--- src/rtl/borrow_lookahead_divider.sv ---
// Sequential unsigned restoring divider: one quotient bit per clock, each trial
// subtraction done by a flattened borrow-lookahead subtractor.
module borrow_lookahead_divider #(
  parameter int WIDTH = 4
) (
  input  logic             i_clk,
  input  logic             i_rst,
  input  logic             i_start,
  input  logic [WIDTH-1:0] i_dividend,
  input  logic [WIDTH-1:0] i_divisor,
  output logic             o_busy,
  output logic             o_done,
  output logic [WIDTH-1:0] o_quotient,
  output logic [WIDTH-1:0] o_remainder,
  output logic             o_div_by_zero
);

  localparam int CW = $clog2(WIDTH);

  typedef enum logic [1:0] {S_IDLE, S_CALC, S_DONE} state_t;

  state_t           state_q, state_d;
  logic [WIDTH-1:0] rem_q, rem_d;
  logic [WIDTH-1:0] quo_q, quo_d;
  logic [WIDTH-1:0] dvsr_q, dvsr_d;
  logic [CW-1:0]    cnt_q, cnt_d;
  logic [WIDTH-1:0] res_quo_q, res_quo_d;
  logic [WIDTH-1:0] res_rem_q, res_rem_d;
  logic             dz_q, dz_d;

  logic [WIDTH:0]   trial, subtrahend, gen, prop;
  logic [WIDTH+1:0] borrow;
  logic [WIDTH-1:0] diff;
  logic             chain_prop;
  logic             bout;

  assign trial      = {rem_q, quo_q[WIDTH-1]};
  assign subtrahend = {1'b0, dvsr_q};

  for (genvar gi = 0; gi <= WIDTH; gi++) begin : g_gp
    assign gen[gi]  = ~trial[gi] & subtrahend[gi];
    assign prop[gi] = ~(trial[gi] ^ subtrahend[gi]);
  end

  // b[i+1] = G_i | P_i G_{i-1} | P_i P_{i-1} G_{i-2} | ... ; b_0 = 0
  always_comb begin
    borrow     = '0;
    chain_prop = 1'b1;
    for (int i = 0; i <= WIDTH; i++) begin
      chain_prop = 1'b1;
      for (int j = i; j >= 0; j--) begin
        borrow[i+1] = borrow[i+1] | (gen[j] & chain_prop);
        chain_prop  = chain_prop & prop[j];
      end
    end
  end

  for (genvar gi = 0; gi < WIDTH; gi++) begin : g_diff
    assign diff[gi] = trial[gi] ^ subtrahend[gi] ^ borrow[gi];
  end

  assign bout = borrow[WIDTH+1];

  always_comb begin
    state_d   = state_q;
    rem_d     = rem_q;
    quo_d     = quo_q;
    dvsr_d    = dvsr_q;
    cnt_d     = cnt_q;
    res_quo_d = res_quo_q;
    res_rem_d = res_rem_q;
    dz_d      = dz_q;
    case (state_q)
      S_IDLE: begin
        if (i_start) begin
          if (i_divisor != '0) begin
            dvsr_d  = i_divisor;
            rem_d   = '0;
            quo_d   = i_dividend;
            cnt_d   = '0;
            dz_d    = 1'b0;
            state_d = S_CALC;
          end else begin
            res_quo_d = '1;
            res_rem_d = i_dividend;
            dz_d      = 1'b1;
            state_d   = S_DONE;
          end
        end
      end
      S_CALC: begin
        // Restoring step: keep the shifted partial remainder when the trial borrows.
        rem_d = bout ? trial[WIDTH-1:0] : diff;
        quo_d = {quo_q[WIDTH-2:0], ~bout};
        cnt_d = cnt_q + CW'(1);
        if (cnt_q == CW'(WIDTH - 1)) begin
          res_quo_d = quo_d;
          res_rem_d = rem_d;
          state_d   = S_DONE;
        end
      end
      S_DONE:  state_d = S_IDLE;
      default: state_d = S_IDLE;
    endcase
  end

  always_ff @(posedge i_clk or posedge i_rst) begin
    if (i_rst) begin
      state_q   <= S_IDLE;
      rem_q     <= '0;
      quo_q     <= '0;
      dvsr_q    <= '0;
      cnt_q     <= '0;
      res_quo_q <= '0;
      res_rem_q <= '0;
      dz_q      <= 1'b0;
    end else begin
      state_q   <= state_d;
      rem_q     <= rem_d;
      quo_q     <= quo_d;
      dvsr_q    <= dvsr_d;
      cnt_q     <= cnt_d;
      res_quo_q <= res_quo_d;
      res_rem_q <= res_rem_d;
      dz_q      <= dz_d;
    end
  end

  assign o_busy        = (state_q == S_CALC);
  assign o_done        = (state_q == S_DONE);
  assign o_quotient    = res_quo_q;
  assign o_remainder   = res_rem_q;
  assign o_div_by_zero = dz_q;

endmodule

--- config.mk ---
export PLATFORM = sky130hd
export DESIGN_NAME = borrow_lookahead_divider
export DESIGN_NICKNAME = d
export VERILOG_FILES = /design/src/rtl/borrow_lookahead_divider.sv
export SDC_FILE = /design/constraint.sdc
export NUM_CORES = 1
export LEC_CHECK = 0
export ABC_AREA = 1
export CAP_MARGIN = 20
export CORE_ASPECT_RATIO = 0.9
export CORE_MARGIN = 2
export CORE_UTILIZATION = 49
export CTS_BUF_LIST = sky130_fd_sc_hd__clkbuf_2 sky130_fd_sc_hd__clkbuf_4 sky130_fd_sc_hd__clkbuf_8
export CTS_CLUSTER_DIAMETER = 100
export DETAILED_ROUTE_END_ITERATION = 7
export HOLD_SLACK_MARGIN = 0.06
export PLACE_DENSITY = 0.82
export SLEW_MARGIN = 20
export SYNTH_ARGS = -nofsm -noshare
export SYNTH_HDL_FRONTEND = slang
export SYNTH_SLANG_ARGS = --single-unit
--- constraint.sdc ---
create_clock -name i_clk -period 1.4 [get_ports i_clk]
set_input_delay 0.14 -clock i_clk [delete_from_list [all_inputs] [get_ports i_clk]]
set_output_delay 0.14 -clock i_clk [all_outputs]
set_load 0.01 [all_outputs]
[Yosys cells after proc, flatten, opt, wreduce, memory -nomap -nowiden]
Cells that the tools add are included.
Word-level totals
  flip-flop bits (word level): 25
  logic and storage cells: 84
  output and inout bits: 11
Operators by class
  bitwise logic cells: 37
  equality and inequality tests: 7
  add/sub/neg operators: 1
  reductions and logical operators: 8
  multiplexer cells: 23
Operators with widths (count)
  $mux 4: 11
  $pmux 4 s2: 4
  $and 1x1->1: 15
  $mux 2: 5
  $not 1->1: 9
  $pmux 2 s2: 2
  $xor 1x1->1: 7
  $ne 2x2->1 const B: 3
  $or 1x1->1: 6
  $reduce_and 3->1: 2
  $eq 2x2->1 const B: 2
  $reduce_and 2->1: 2
  $reduce_and 4->1: 1
  $reduce_bool 4->1: 1
  $add 2x1->2 const B: 1
  $eq 2x1->1 const B: 1
  $logic_not 2->1: 1
  $ne 2x1->1 const B: 1
  $reduce_bool 2->1: 1
  $mux 1: 1

[Logic depth before layout (Yosys ltp)]
Gate-level depths: netlist of run 1.
  word-level depth: 10
  gate-level depth with buffers: 11
  mapped depth without buffers: 11

[Worst setup path before layout of run 1]
OpenSTA, ideal clock, no wires.
  path type: flip-flop to flip-flop
  start: register quo_q[3]
  end: register res_rem_q[2], in the netlist o_remainder[2]
  path slack: -0.103 ns
  library setup time: 0.113 ns
  path buffers: 0
  arrival time: 1.390 ns
  required time: 1.287 ns
  period minus slack after synthesis: 1.503 ns
  cell stages (with the launch flop): 10
  cell sequence: dfrtp_1 > inv_1 > ha_1 > inv_1 > fa_1 > xor2_1 > nand4_1 > nand3_1 > nand2_1 > inv_1
On the way
  cells in the longest elaborated chain, start to end: 8
  elaborated cells on any way between the ends: 10
Ends and longest elaborated chain
  from (decl): line 24  | logic [WIDTH-1:0] quo_q, quo_d;
  from (signal assigned): line 120  | quo_q <= quo_d;
  $not 1->1 (*): line 41  | assign gen[gi] = ~trial[gi] & subtrahend[gi];
  $and 1x1->1 (*): line 41
  $and 1x1->1: line 52  | borrow[i+1] = borrow[i+1] | (gen[j] & chain_prop);
  $or 1x1->1: line 52
  $xor 1x1->1: line 59  | assign diff[gi] = trial[gi] ^ subtrahend[gi] ^ borrow[gi];
  $mux 4 (*): line 93  | rem_d = bout ? trial[WIDTH-1:0] : diff;
  $mux 4 (*): line 96  | if (cnt_q == CW'(WIDTH - 1)) begin
  $pmux 4 s2 (*): line 73  | case (state_q)
  to (signal assigned): line 124  | res_rem_q <= res_rem_d;
  to (decl): line 28  | logic [WIDTH-1:0] res_rem_q, res_rem_d;
Mark *: on every way between the ends. The rest lies on a longest branch, timed or not. The select of a mux whose other input is x is not followed.
A chain may end at the register's enable or synchronous reset.

[Final worst setup path of run 1]
Same ends and word-level chain as after synthesis.

==> reports/results.ini, run 1 <==
[critical_path]
crit_fanout=2
cp-startpoint=quo_q[3]$_DFFE_PP0P_
crit_cells=9
path_buf_inv=3
reg2reg_from=quo_q[3]$_DFFE_PP0P_
regToRegSetupSlack_ns=-0.32
path_cells=inv_2, ha_4, inv_2, fa_2, xor2_2, nand4_1, nand3_1, nand2_1, inv_1
cp_common_cell=inv_2
crit_end=o_remainder[2]$_DFFE_PP0P_
crit_path_start_kind=flip-flop
endpoint_kind=flip-flop
required_ns=1.68
arrival_ns=2.00
crit_type=flip-flop to flip-flop
critical-path-max-stage-delay_ns=0.43
r2r_end=o_remainder[2]$_DFFE_PP0P_
crit_family=adder cells
ff2ff_path_depth=9
cp_slowest_cell=dfrtp_1

[die]
die_h_um=53.1
initial_utilization_pct=52.7
die-width_um=58.6
dieArea_um2=3110
rows=17
pin_count=22
core_area_um2=2490

[global_routing]
overflow=0
grt_usage_pct=25.3
grt_pass1_wl_um=5730
met1_usage_pct=32.0
use_met3_pct=5.62
grt_pass1_vias=1281
grt_max_degree=26
use_met2_pct=44.6
grt-busiest-layer=met2
antenna_found_initial=0

[pwr]
p_sw_mw=2.77
clkPwrFrac_pct=6.0
pwr-share-comb_pct=71.9
p_int_mw=3.24
vdd.ir_drop.worst_uv=2340
p_sw_share_pct=46.1
power.density_nw_per_um2=2770
power.leakage_nw=1.07
seq_power_share_pct=22.2

[clock_network]
clk_latency_ns=0.33
cts.sinks=25
clkSlewWorstSetupHoldPaths_ns=0.14
tritoncts=done
numCtsBuffers=3
clockBufferDepth=2
htree_levels=1
cts_hold_buf=0
root_buffer=clkbuf_4

[logic_synthesis]
ys_types=22
synthTopCellsByArea=dfrtp_1 (48%), nand2_1 (11%), inv_1 (7.7%), nor2_1 (5.1%), ha_1 (4.8%)
synth_area_leader_cell=dfrtp_1
async_reset_ff_share_pct=100
yosys_most_used_dff=dfrtp_1
synthXorXnorAreaFrac_pct=0.667
synthCells=163
synth_fa_ha_area_share_pct=6.29
synthesis.nets=180
yosysTopAreaCellShare_pct=47.7
synth_compound_area_share_pct=9.15
synth_seq_cells=25
ys_seq_area_share_pct=47.7
synth_area_um2=1310
synth_simple_gate_area_share_pct=25.7
synthMuxAreaShare_pct=0
synth_top_family_by_area=simple AND/OR/NAND/NOR gates
synth_most_common_cell=nand2_1
synth_edf_count=0
yosysWarningCount=0
avgSynthCellArea_um2=8.05
yosys-top-cells-count=nand2_1 (38), inv_1 (27), dfrtp_1 (25)

[timing]
rsz0062_at_grt=true
hold_viol=0
setup-tns-final_ns=-2.14
skew_ns=0.00363
max_freq_mhz=583
setup_slack_ns=-0.315
period_share_pct=123
final_period_minus_worst_setup_slack_ns=1.72
slew_violations=0
worstMarginPinSlew_ns=0.323
slew_headroom_pct=78.5
holdWs_ns=0.136
setup_violations=17

[status]
violations=setup timing
outcome=complete, but fails checks

[detailed_routing]
drc=0
vias_per_cell=5.78
wl_um=4890
wl_per_cell_um=19.3
firstDrtPassIters=5
ant_nets=0
drtIter0Drc=66
vias=1462

[finish]
syn2layout_area_growth_pct=65.4
drive_gt1_share_pct=44.0
antennaDiodeCount=0
nets=243
fin_area_um2=2170
final_util_pct=87.2

[worst_hold_path]
hp-class=input port to async pin

[placed_design]
portBuffers=21
dp_slack_ns=-0.163
dpl.hpwl_um=2350
place.gp.congestion=0.846
placedInstanceArea_um2=1740

[run]
drv_cap=0

[worst min path at each step]
stage	end	slack (ns)	depth (start not counted)
finish	cnt_q[0]$_DFFE_PP0P_	0.14	3
global route	dvsr_q[1]$_DFFE_PP0P_	0.17	3
CTS	rem_q[0]$_DFFE_PP0P_	0.15	3
detailed placement	dvsr_q[2]$_DFFE_PP0P_	0.48	2
global placement	o_quotient[3]$_DFFE_PP0P_	0.48	2
floorplan	cnt_q[0]$_DFFE_PP0P_	0.17	1
[layer usage]
metal  wire, um  vias up
met5          0        -
met4        196        0
met3        304       20
met2       2620       83
met1       1770      718
li1           -      641
[repair_timing]
action                     CTS  global route
pin swaps                    9            12
setup buffers               11             6
gates resized for setup     30            59
cloned                       0             1
setup endpoints to repair   15            30
[cell usage in the layout, fill, tap and decap left out, types with 2 or more instances in the layout]
| cell type | n |
|---|---|
| nand2_1 | 28 |
| buf_4 | 26 |
| dfrtp_1 | 24 |
| inv_1 | 18 |
| buf_6 | 13 |
| clkdlybuf4s50_1 | 12 |
| inv_2 | 9 |
| nand3_1 | 9 |
| nor2_1 | 8 |
| nand2_2 | 8 |
| dlymetal6s2s_1 | 7 |
| nor2_4 | 6 |
| nor2_2 | 5 |
| nand2_4 | 4 |
| o211ai_1 | 4 |
| o21ai_1 | 4 |
| ha_4 | 4 |
| clkbuf_4 | 4 |
| a31oi_1 | 3 |
| nand4_1 | 3 |
| or2_1 | 3 |
| o21ai_2 | 3 |
| a21oi_2 | 2 |
| inv_6 | 2 |
| inv_4 | 2 |
| a31oi_4 | 2 |
[kinds of logic (layout without fill, tap and decap cells)]
family                   after synthesis  count (layout)
flip-flops                            25              25
AND/OR/NAND/NOR                       77              77
buffers and inverters                 34              96
adder cells (fa/ha/maj)                6               6
XOR/XNOR                               1               1
AO/OA/AOI/OAI                         20              20
[flip-flops by register name, summed over array words and instances (netlist names)]
signal / cells
cnt_q: 2
dvsr_q: 4
o_div_by_zero: 1
o_quotient: 4
o_remainder: 4
quo_q: 4
rem_q: 4
state_q: 2
[metrics by stage]
step | instances | power (mW)
6_report | 253 | 6.01
5_1_grt | 253 | 6.34
4_1_cts | 247 | 4.94
3_5_place_dp | 232 | 4.00
3_3_place_gp | 232 | 3.88
2_1_floorplan | 163 | 2.82
[power by group through the flow]
stage | sequential (mW) | clock, mW | combinational [mW]
finish | 1.33 | 0.360 | 4.32
global route | 1.36 | 0.393 | 4.59
CTS | 1.28 | 0.348 | 3.31
detailed placement | 1.27 | 0 | 2.73
global placement | 1.26 | 0 | 2.62
floorplan | 1.30 | 0 | 1.52
[layout make-up]
cell class | instances | area (um2)
fillers | 109 | 318
multi-input cells | 104 | 768
flip-flops and latches | 25 | 627
clock buffers | 4 | 30.0
repair buffers | 60 | 574
well taps | 28 | 35.0
inverters | 31 | 131
repair inverters | 1 | 5.00
[worst min-delay path: cells and delay by family]
family,cells,cell delay [ns]
buf+inv,3,0.74
Note: power is estimated with default switching activity, not from simulation.
==> inputs of run 2 (changes only) <==
- CORE_UTILIZATION: 49 -> 40
- GPL_ROUTABILITY_DRIVEN: unset -> 0
- PLACE_DENSITY: 0.82 -> 0.7
==> run 2 against run 1 <==
  * The run still ends with setup timing left
  * Cell count rose by 4.0%
  * Non-clock buffer count fell by 3
  * Sequential share of layout area rose by 1.6 points
  * Register-to-register slack improved by 0.09 ns
  * Via count fell by 13%
  * Worst setup slack improved by 0.091 ns
  * Clock-buffer cell count did not move
  * Clock power fell by 3%
  * Critical endpoint unchanged
  * Largest cell class unchanged
  * Largest power group unchanged
==> reports/results.ini, run 2 (synthesized netlist as in run 1, its figures left out) <==
[pwr]
vdd.ir_drop.worst_uv=1350
power.density_nw_per_um2=2560
power.leakage_nw=1.05
p_total_mw=5.26

[critical_path]
critical-path-max-stage-delay_ns=0.42
crit_fanout=2
cp_common_cell=inv_2
crit_type=flip-flop to flip-flop
path_cells=inv_2, ha_4, inv_2, fa_2, xor2_2, nand4_1, nand3_1, nand2_1, inv_1
cp-startpoint=quo_q[3]$_DFFE_PP0P_
arrival_ns=1.85
cp_slowest_cell=dfrtp_1
crit_path_start_kind=flip-flop
endpoint_kind=flip-flop
crit_family=adder cells
required_ns=1.63
path_buf_inv=3
reg2reg_from=quo_q[3]$_DFFE_PP0P_

[timing]
setup_violations=10
slew_headroom_pct=78.4
setup_slack_ns=-0.224
setup-tns-final_ns=-1.12
rsz0062_at_grt=true
slew_violations=0
worstMarginPinSlew_ns=0.324
hold_viol=0
holdWs_ns=0.133
period_share_pct=116
final_period_minus_worst_setup_slack_ns=1.62
max_freq_mhz=616
skew_ns=0.0113

[global_routing]
overflow=0
grt_pass1_wl_um=5370
grt_max_degree=26
grt_pass1_vias=1191
antenna_found_initial=0
grt_usage_pct=18.5

[placed_design]
dpl.hpwl_um=2310
dp_slack_ns=-0.172
placed_cells=250
portBuffers=21
placedInstanceArea_um2=1790

[die]
die_h_um=58.3
pin_count=22
initial_utilization_pct=42.5
core_area_um2=3090
die-width_um=64.4
dieArea_um2=3760
rows=19

[detailed_routing]
drc=0
firstDrtPassIters=4
wl_per_cell_um=13.3
ant_nets=0
vias=1272
vias_per_cell=4.84
wl_um=3510
drtIter0Drc=29

[run]
drv_cap=0

[clock_network]
clkSlewWorstSetupHoldPaths_ns=0.14
tritoncts=done
root_buffer=clkbuf_4
clockBufferDepth=2
cts.sinks=25
clk_latency_ns=0.33
htree_levels=1
numCtsBuffers=3

[finish]
final_util_pct=66.6
nets=239
finalNonFillerCells=263
layout_common_cells=nand2_1 (32), buf_4 (32), dfrtp_1 (24), inv_1 (21), nor2_1 (14)
antennaDiodeCount=0
syn2layout_area_growth_pct=56.8
drive_gt1_share_pct=35.7
fin_area_um2=2060

[worst_hold_path]
hp-class=input port to async pin

[status]
violations=setup timing
outcome=complete, but fails checks

## run 2: cell type report
cell class	instances	area [um2]
fillers	262	1030
repair buffers	57	520
inverters	31	119
flip-flops and latches	25	627
well taps	42	52.6
clock buffers	4	30.0
multi-input cells	104	709
## run 2: layer usage
layer  GRT usage [%]  share of wire, %
met5               0                 0
met1            24.5                41
met3            2.87               4.8
met4            6.08               1.5
met2            31.5                52
## run 2: worst paths after layout
path	slack [ns]	endpoint	cells past startpoint
max reg2reg	-0.22	o_remainder[2]$_DFFE_PP0P_	9
max in group asynchronous	1.01	state_q[1]$_DFFE_PP0P_	3
min in group i_clk	0.37	dvsr_q[3]$_DFFE_PP0P_	3
min	0.13	o_div_by_zero$_DFFE_PP0P_	3
max	-0.22	o_remainder[2]$_DFFE_PP0P_	9
min reg2reg	0.52	cnt_q[1]$_DFFE_PP0P_	1
## run 2: tightest hold or removal path: stages
cell and delay [ns]:
clkdlybuf4s50_1 0.39, inv_1 0.05, buf_4 0.30
## run 2: repair_timing
action | CTS | global route
pin swaps | 5 | 17
hold buffers | 0 | 0
resized for setup | 13 | 35
buffers inserted | 3 | 6
setup endpoints to repair | 14 | 24
## run 2: report_power, final
part           internal [mW]  switching, mW
Clock                  0.131          0.218
Combinational           1.77           1.84
Sequential              1.07          0.232
Total                   2.97           2.29
==> inputs of run 3 (changes only) <==
- CTS_CLUSTER_SIZE: unset -> 16
- MAX_ROUTING_LAYER: unset -> met4
==> run 3 against run 2 <==
  * The run still ends with setup timing left
  * Combinational power about the same
  * Utilization up 0.36 points
  * Largest cell class unchanged
  * Largest power group unchanged
  * Register-to-register slack barely moved
  * Non-clock buffer count is 1 higher
  * Routed wire length fell by 0.23%
  * Clock-buffer cell count unchanged
==> reports/results.ini, run 3 (synthesized netlist as in run 1, its figures left out) <==
[status]
outcome=complete, but fails checks
violations=setup timing

[timing]
slew_headroom_pct=78.6
holdWs_ns=0.132
skew_ns=0.0119
rsz0062_at_grt=true
worstMarginPinSlew_ns=0.322
hold_viol=0
max_freq_mhz=613
setup_violations=11
slew_violations=0
period_share_pct=116
setup_slack_ns=-0.230
final_period_minus_worst_setup_slack_ns=1.63

[global_routing]
grt_pass1_wl_um=5380
antenna_found_initial=0
met1_usage_pct=25.0
grt-busiest-layer=met2
grt_usage_pct=19.1
grt_max_degree=26
grt_pass1_vias=1189
use_met3_pct=2.68
use_met2_pct=31.3
overflow=0

[clock_network]
numCtsBuffers=3
cts_hold_buf=0
clkSlewWorstSetupHoldPaths_ns=0.14
clockBufferDepth=2
cts.sinks=25
tritoncts=done
root_buffer=clkbuf_4
clk_latency_ns=0.33
htree_levels=1

[detailed_routing]
drc=0
wl_per_cell_um=13.3
firstDrtPassIters=5
vias_per_cell=4.75
vias=1254
wl_um=3500
ant_nets=0
drtIter0Drc=28

[worst_hold_path]
hp-class=input port to async pin

[placed_design]
placed_cells=250
portBuffers=21
dp_slack_ns=-0.172
dpl.hpwl_um=2310
placedInstanceArea_um2=1790

[finish]
fill_cells=262
nets=240
drive_gt1_share_pct=35.6
syn2layout_area_growth_pct=57.7
antennaDiodeCount=0
finalNonFillerCells=264
fin_area_um2=2070
layout_common_cells=nand2_1 (32), buf_4 (32), dfrtp_1 (24), inv_1 (22), nor2_1 (14)

[pwr]
p_total_mw=5.27
power.leakage_nw=1.05
power.density_nw_per_um2=2550
vdd.ir_drop.worst_uv=1350

[critical_path]
crit_path_start_kind=flip-flop
arrival_ns=1.86
crit_type=flip-flop to flip-flop
reg2reg_from=quo_q[3]$_DFFE_PP0P_
endpoint_kind=flip-flop
ff2ff_path_depth=9
crit_fanout=2
r2r_end=o_remainder[2]$_DFFE_PP0P_
required_ns=1.63
regToRegSetupSlack_ns=-0.23

[die]
die-width_um=64.4
dieArea_um2=3760
die_h_um=58.3
initial_utilization_pct=42.5
pin_count=22
core_area_um2=3090
rows=19

[run]
drv_cap=0

-- run 3: cell count changes in the layout (fill, tap and decap cells not counted) --
cell,previous run,this run
buf_6,2,3
inv_1,21,22
inv_2,9,8
-- run 3: through the flow --
stage	util (%)	TNS, ns
after floorplan	-	-0.0828
after global placement	57.8	-0.873
after detailed placement	57.8	-1.47
after CTS	60.6	-0.868
after global routing	67.0	-2.18
final	67.0	-1.19
-- run 3: timing repair --
item | in CTS | in global routing
buffers inserted | 3 | 7
gates resized for setup | 13 | 35
pin swaps | 5 | 16
setup endpoints to repair | 14 | 24
-- run 3: area by class of cell --
class                           instances  area, um2  share of cell area [%]
Multi-Input combinational cell        104        709                    34.3
Sequential cell                        25        627                    30.3
Timing Repair Buffer                   58        532                    25.7
Inverter                               31        119                    5.74
Tap cell                               42       52.6                    2.54
Clock buffer                            4       30.0                    1.45
-- run 3: where the power goes --
part           total, mW  switching (mW)  internal [mW]
clock network      0.349           0.218          0.131
logic               3.63            1.84           1.79
registers           1.29           0.228           1.07
-- run 3: worst max-delay path by stage --
stage | slack, ns | start | to | cells after the start
after CTS | -0.18 | quo_q[3]$_DFFE_PP0P_ | o_remainder[1]$_DFFE_PP0P_ | 8
after global placement | -0.12 | dvsr_q[3]$_DFFE_PP0P_ | o_remainder[3]$_DFFE_PP0P_ | 10
final | -0.23 | quo_q[3]$_DFFE_PP0P_ | o_remainder[2]$_DFFE_PP0P_ | 9
after floorplan | -0.04 | quo_q[3]$_DFFE_PP0P_ | o_remainder[2]$_DFFE_PP0P_ | 9
after global routing | -0.30 | quo_q[3]$_DFFE_PP0P_ | o_remainder[2]$_DFFE_PP0P_ | 9
after detailed placement | -0.17 | i_divisor[2] | o_remainder[3]$_DFFE_PP0P_ | 9
-- run 3: worst max-delay path, cell delays in order (launching register included) --
cell and delay, ns:
dfrtp_1 0.41, inv_2 0.08, ha_4 0.14, inv_2 0.04
fa_2 0.38, xor2_2 0.16, nand4_1 0.11, nand3_1 0.09
nand2_1 0.08, inv_1 0.05
-- run 3: per-layer routing --
metal | up-vias | share of wire [%]
li1 | 633 | -
met1 | 580 | 42
met2 | 32 | 53
met3 | 9 | 3.3
met4 | 0 | 1.8
met5 | - | 0
